[config.mk]
export PLATFORM = sky130hd
export DESIGN_NAME = bcd2bin_seq
export DESIGN_NICKNAME = d
export VERILOG_FILES = /design/src/rtl/bcd2bin_seq.sv
export SDC_FILE = /design/constraint.sdc
export NUM_CORES = 1
export LEC_CHECK = 0
export ABC_CLOCK_PERIOD_IN_PS = 4300
export BUFFER_PORTS_ARGS = -buffer_cell sky130_fd_sc_hd__clkbuf_2
export CORE_MARGIN = 2
export CORE_UTILIZATION = 35
export CTS_CLUSTER_SIZE = 8
export DETAILED_ROUTE_END_ITERATION = 8
export GPL_TIMING_DRIVEN = 0
export SLEW_MARGIN = 10
export SYNTH_ARGS = -nofsm -noshare
export SYNTH_HDL_FRONTEND = slang
export SYNTH_SLANG_ARGS = --single-unit
[constraint.sdc]
create_clock -name clk -period 4.3 [get_ports clk]
set_input_delay 0.86 -clock clk [delete_from_list [all_inputs] [get_ports clk]]
set_output_delay 0.86 -clock clk [all_outputs]
set_load 0.02 [all_outputs]
[src/rtl/bcd2bin_seq.sv]
// Sequential BCD-to-binary converter: Horner accumulation, one digit per clock, MSD first.
// Optional digit range check enabled by defining BCD2BIN_RANGE_CHECK_EN.
module bcd2bin_seq #(
    parameter int NDIG = 3,
    parameter int BW   = 10
) (
    input  logic              clk,
    input  logic              rst_n,
    input  logic              start,
    input  logic [4*NDIG-1:0] bcd_in,
    output logic              busy,
    output logic              valid,
    output logic [BW-1:0]     bin_out,
    output logic              err
);

    // state | meaning
    // IDLE  | waiting for start; captures bcd_in when start is high
    // CONV  | one digit consumed per edge, from digit NDIG-1 down to digit 0
    typedef enum logic {IDLE, CONV} state_t;

    state_t            state, state_nxt;
    logic [4*NDIG-1:0] cap, cap_nxt;
    logic [BW-1:0]     acc, acc_nxt;
    logic [1:0]        idx, idx_nxt;
    logic              busy_nxt, valid_nxt;
    logic [BW-1:0]     bin_nxt;

    logic [15:0]       cap_ext;
    logic [3:0]        digit;
    logic [BW+3:0]     acc_wide;
    logic [BW+3:0]     horner;

    assign cap_ext  = 16'(cap);
    assign digit    = cap_ext[{idx, 2'b00} +: 4];
    assign acc_wide = {4'b0000, acc};
    // acc*10 without a multiplier; keeping only BW bits each step equals truncating at the end
    assign horner   = (acc_wide << 3) + (acc_wide << 1) + {{BW{1'b0}}, digit};

`ifdef BCD2BIN_RANGE_CHECK_EN
    logic bad, bad_nxt;
    logic err_q, err_nxt;

    function automatic logic has_bad_digit(input logic [4*NDIG-1:0] v);
        logic found;
        found = 1'b0;
        for (int k = 0; k < NDIG; k++) begin
            if (v[4*k +: 4] > 4'd9) found = 1'b1;
        end
        return found;
    endfunction

    always_comb begin
        bad_nxt = bad;
        err_nxt = err_q;
        if (state == IDLE && start) bad_nxt = has_bad_digit(bcd_in);
        if (state == CONV && idx == 2'd0) err_nxt = bad;
    end

    always_ff @(posedge clk or negedge rst_n) begin
        if (!rst_n) begin
            bad   <= 1'b0;
            err_q <= 1'b0;
        end else begin
            bad   <= bad_nxt;
            err_q <= err_nxt;
        end
    end

    assign err = err_q;
`else
    assign err = 1'b0;
`endif

    always_comb begin
        state_nxt = state;
        cap_nxt   = cap;
        acc_nxt   = acc;
        idx_nxt   = idx;
        busy_nxt  = busy;
        valid_nxt = 1'b0;
        bin_nxt   = bin_out;
        case (state)
            IDLE: begin
                if (start) begin
                    cap_nxt   = bcd_in;
                    acc_nxt   = '0;
                    idx_nxt   = 2'(NDIG - 1);
                    busy_nxt  = 1'b1;
                    state_nxt = CONV;
                end
            end
            CONV: begin
                acc_nxt = horner[BW-1:0];
                idx_nxt = idx - 2'd1;
                if (idx == 2'd0) begin
                    bin_nxt   = horner[BW-1:0];
`ifdef BCD2BIN_RANGE_CHECK_EN
                    if (bad) bin_nxt = '0;
`endif
                    valid_nxt = 1'b1;
                    busy_nxt  = 1'b0;
                    idx_nxt   = 2'd0;
                    state_nxt = IDLE;
                end
            end
            default: state_nxt = IDLE;
        endcase
    end

    always_ff @(posedge clk or negedge rst_n) begin
        if (!rst_n) begin
            state   <= IDLE;
            cap     <= '0;
            acc     <= '0;
            idx     <= '0;
            busy    <= 1'b0;
            valid   <= 1'b0;
            bin_out <= '0;
        end else begin
            state   <= state_nxt;
            cap     <= cap_nxt;
            acc     <= acc_nxt;
            idx     <= idx_nxt;
            busy    <= busy_nxt;
            valid   <= valid_nxt;
            bin_out <= bin_nxt;
        end
    end

endmodule

==> flow_metrics.env <==
export IMPL_outcome="completed"
export IMPL_cell_pwr_density_nw_per_um2=884
export IMPL_vias_per_cell=4.75
export IMPL_post_cts_buffers=0
export IMPL_rows=26
export IMPL_globalplace_congestion=0.791
export IMPL_ir_drop_worst_case_vdd_mv=0.314
export IMPL_synthDominantAreaCellType="sky130_fd_sc_hd__dfrtp_1"
export IMPL_die_area_um2=5860
export IMPL_drtPass1Iterations=4
export IMPL_min_path_type="reg -> reg"
export IMPL_worstSetupStartpoint="idx[1]"
export IMPL_synth_net_count=200
export IMPL_power_leakage_nw=1.06
export IMPL_synth_area_top_cells="sky130_fd_sc_hd__dfrtp_1 49%, sky130_fd_sc_hd__ha_1 9.5%, sky130_fd_sc_hd__mux2_2 7.9%, sky130_fd_sc_hd__nand2_1 5.7%, sky130_fd_sc_hd__mux2i_1 2.7%"
export IMPL_slew_limit_headroom=0.407
export IMPL_commonest_cells_after_routing_fill_and_taps_aside="36 x sky130_fd_sc_hd__dfrtp_1, 28 x sky130_fd_sc_hd__nand2_1, 27 x sky130_fd_sc_hd__clkbuf_2"
export IMPL_synth_yosys_warnings=0
export IMPL_achievable_frequency_ghz=0.348
export IMPL_clock_tree_root_cell="sky130_fd_sc_hd__clkbuf_8"
export IMPL_crit_reg2reg_capture="bin_out[8]"
export IMPL_mostFrequentLayoutCell="sky130_fd_sc_hd__dfrtp_1"
export IMPL_largest_net_degree_at_the_start_of_global_routing=37
export IMPL_flow_area_growth_from_synthesis_pct=16.9
export IMPL_buffer_ports_inserted=26
export IMPL_hold_buffers=0
export IMPL_n_fill_cell=517
export IMPL_place_hpwl_um=2630
export IMPL_synthesis_area_per_instance_um2=10.9
export IMPL_clock_tree_htree_level_count=2
export IMPL_post_synth_top_area_fraction=0.489
export IMPL_timing_final_crit_period_ps=2880
export IMPL_count_of_endpoints_failing_setup_in_the_final_report=0
export IMPL_worstSetupEndpointType="flip-flop"
export IMPL_route_final_wire_length_um=3370
export IMPL_clock_sinks=36
export IMPL_clkSlewWorstSetupHoldPaths_ps=70
export IMPL_grt_pass1_vias=1304
export IMPL_clk_path_buf_depth=2
export IMPL_tritoncts="built"
export IMPL_rsz0062_at_grt="no"
export IMPL_cp_data_required_time_ps=4520
export IMPL_antenna_cells_inserted=0
export IMPL_critical_path_startpoint_type="flip-flop"
export IMPL_die_height_um=76.6
export IMPL_synthesis_area_um2=1840
export IMPL_syn_inst=169
export IMPL_final_setup_tns_ps=0
export IMPL_slew_viol_final=0
export IMPL_timing_worst_slew_pin_value_ps=890
export IMPL_core_um2=5110
export IMPL_groute_usage_overall=0.126
export IMPL_num_vias=1296
export IMPL_hold_violations=0
export IMPL_final_layout_size_suffix_gt1_frac=0.256
export IMPL_min_delay_path_depth=2
export IMPL_worst_hold_slack_ps=477
export IMPL_nets=233
export IMPL_timing_rr_start="idx[1]"
export IMPL_clock_latency_ps=280
export IMPL_synth_seq_cells=36
export IMPL_multiInputGateArea_um2=878
export IMPL_path_class="reg -> reg"
export IMPL_remaining_drc_errors=0
export IMPL_synth_seq_area_share=0.489
export IMPL_area_occupied_by_registers_um2=901
export IMPL_global_route_overflow_total=0
export IMPL_floorplan_die_width_um=76.6
export IMPL_synthDistinctLibCells=37
export IMPL_hold_end="bin_out[1]"
export IMPL_max_cap_violations=0
export IMPL_wire_length_of_the_first_global_routing_pass_um=5850
export IMPL_drt_first_iter_violations=23
export IMPL_drt_wirelength_per_cell_um=12.3
export IMPL_critical_path_data_arrival_time_ps=3100
export IMPL_crit_fanout=8
export IMPL_initial_utilization=0.361
export IMPL_setup_slack_on_the_worst_flop_to_flop_path_ps=1420
export IMPL_fin_crit_sh=0.669
export IMPL_antenna_found_initial=0
export IMPL_top_level_ports=28
export IMPL_drtAntennaViolNets=0
export IMPL_number_of_cts_inserted_buffers=5
export IMPL_postCtsResizedCells=0
export IMPL_skew_ps=2.95
export IMPL_hold_path_startpoint="bin_out[1]"
export IMPL_timing_reg2reg_worst_path_depth=10
## how the worst max path moves through the flow
stage                       endpoint  slack [ps]  depth (start not counted)
final                     bin_out[8]        1420                         10
after global routing      bin_out[8]        1220                         10
after CTS                 bin_out[8]        1380                         10
after detailed placement  bin_out[8]        1390                         10
after global placement        acc[8]        1400                         10
after floorplan               acc[8]        1670                         10
## synthesized netlist by cell type (all sizes together)
cell type and instances:
ha 14, nand2 28, o2bb2ai 1, o21a 1
a21o 2, buf 3, or4 1, fa 2
clkbuf 4, xor2 2, nand3 4, o211ai 1
nand4 2, nand2b 1, a21oi 7, a22o 3
mux2i 5, o31ai 4, nor2b 3, o22ai 1
dfrtp 36, conb 1, o21bai 1, o21ai 9
mux2 13, nor3b 1, or3 1, a211oi 1
nor3 1, nor2 3, a2111o 2, inv 8
xnor2 3
## per-layer routing
metal	global-route usage	routed length (um)	share of wire	vias to the layer above
li1	-	-	-	656
met1	0.162	1550	0.46	605
met2	0.202	1590	0.47	31
met3	0.0379	191	0.057	4
met4	0.0436	34	0.010	0
met5	0	0	0	-
## registers in the layout, indices dropped and copies added, names as in the netlist
signal   count
cap         12
bin_out     10
acc          9
idx          2
busy         1
state        1
valid        1
## cell families (layout without fill, tap and decap cells)
| logic type | count (synthesis) | after routing | share of synthesized area |
|---|---|---|---|
| mux | 18 | 18 | 0.107 |
| compound gates | 33 | 33 | 0.119 |
| simple gates | 45 | 45 | 0.109 |
| buf+inv | 15 | 49 | 0.0346 |
| xor+xnor | 5 | 5 | 0.0238 |
| fa+ha+maj | 16 | 16 | 0.117 |
| other cells | 1 | 1 | 0.00203 |
| flops | 36 | 36 | 0.489 |
## power by group
part	internal [mW]	switching [mW]	leakage, nW
logic	0.451	0.595	0.576
registers	0.513	0.0959	0.440
clock network	0.130	0.119	0.0445
total	1.09	0.810	1.06
## worst max-delay path, cell delays in order, from the launching register on
cell                       delay (ps)
sky130_fd_sc_hd__dfrtp_1          360
sky130_fd_sc_hd__buf_2            170
sky130_fd_sc_hd__nor2b_1          240
sky130_fd_sc_hd__a21oi_1          140
sky130_fd_sc_hd__fa_1             490
sky130_fd_sc_hd__inv_1             70
sky130_fd_sc_hd__fa_1             460
sky130_fd_sc_hd__a21oi_1          220
sky130_fd_sc_hd__o21ai_1          160
sky130_fd_sc_hd__a2111o_1         430
sky130_fd_sc_hd__nand3_1           70
## through the flow
step	utilization	setup slack [ps]	total power, mW	cell area [um2]	std cells
2_1_floorplan	-	1670	1.43	1840	169
3_3_place_gp	0.403	1400	1.66	2060	265
3_5_place_dp	0.403	1390	1.69	2060	265
4_1_cts	0.422	1380	1.94	2150	273
5_1_grt	0.422	1220	2.10	2150	273
6_report	0.422	1420	1.90	2150	273
## final cells by class
type,instances,area share
clock buffer,7,0.0401
clock inverter,1,0.00348
buffer,7,0.0157
timing repair buffer,26,0.0604
tap,70,0.0407
multi-input combinational,118,0.408
sequential,36,0.418
inverter,8,0.0139
Power figures use the tool's default switching activity.
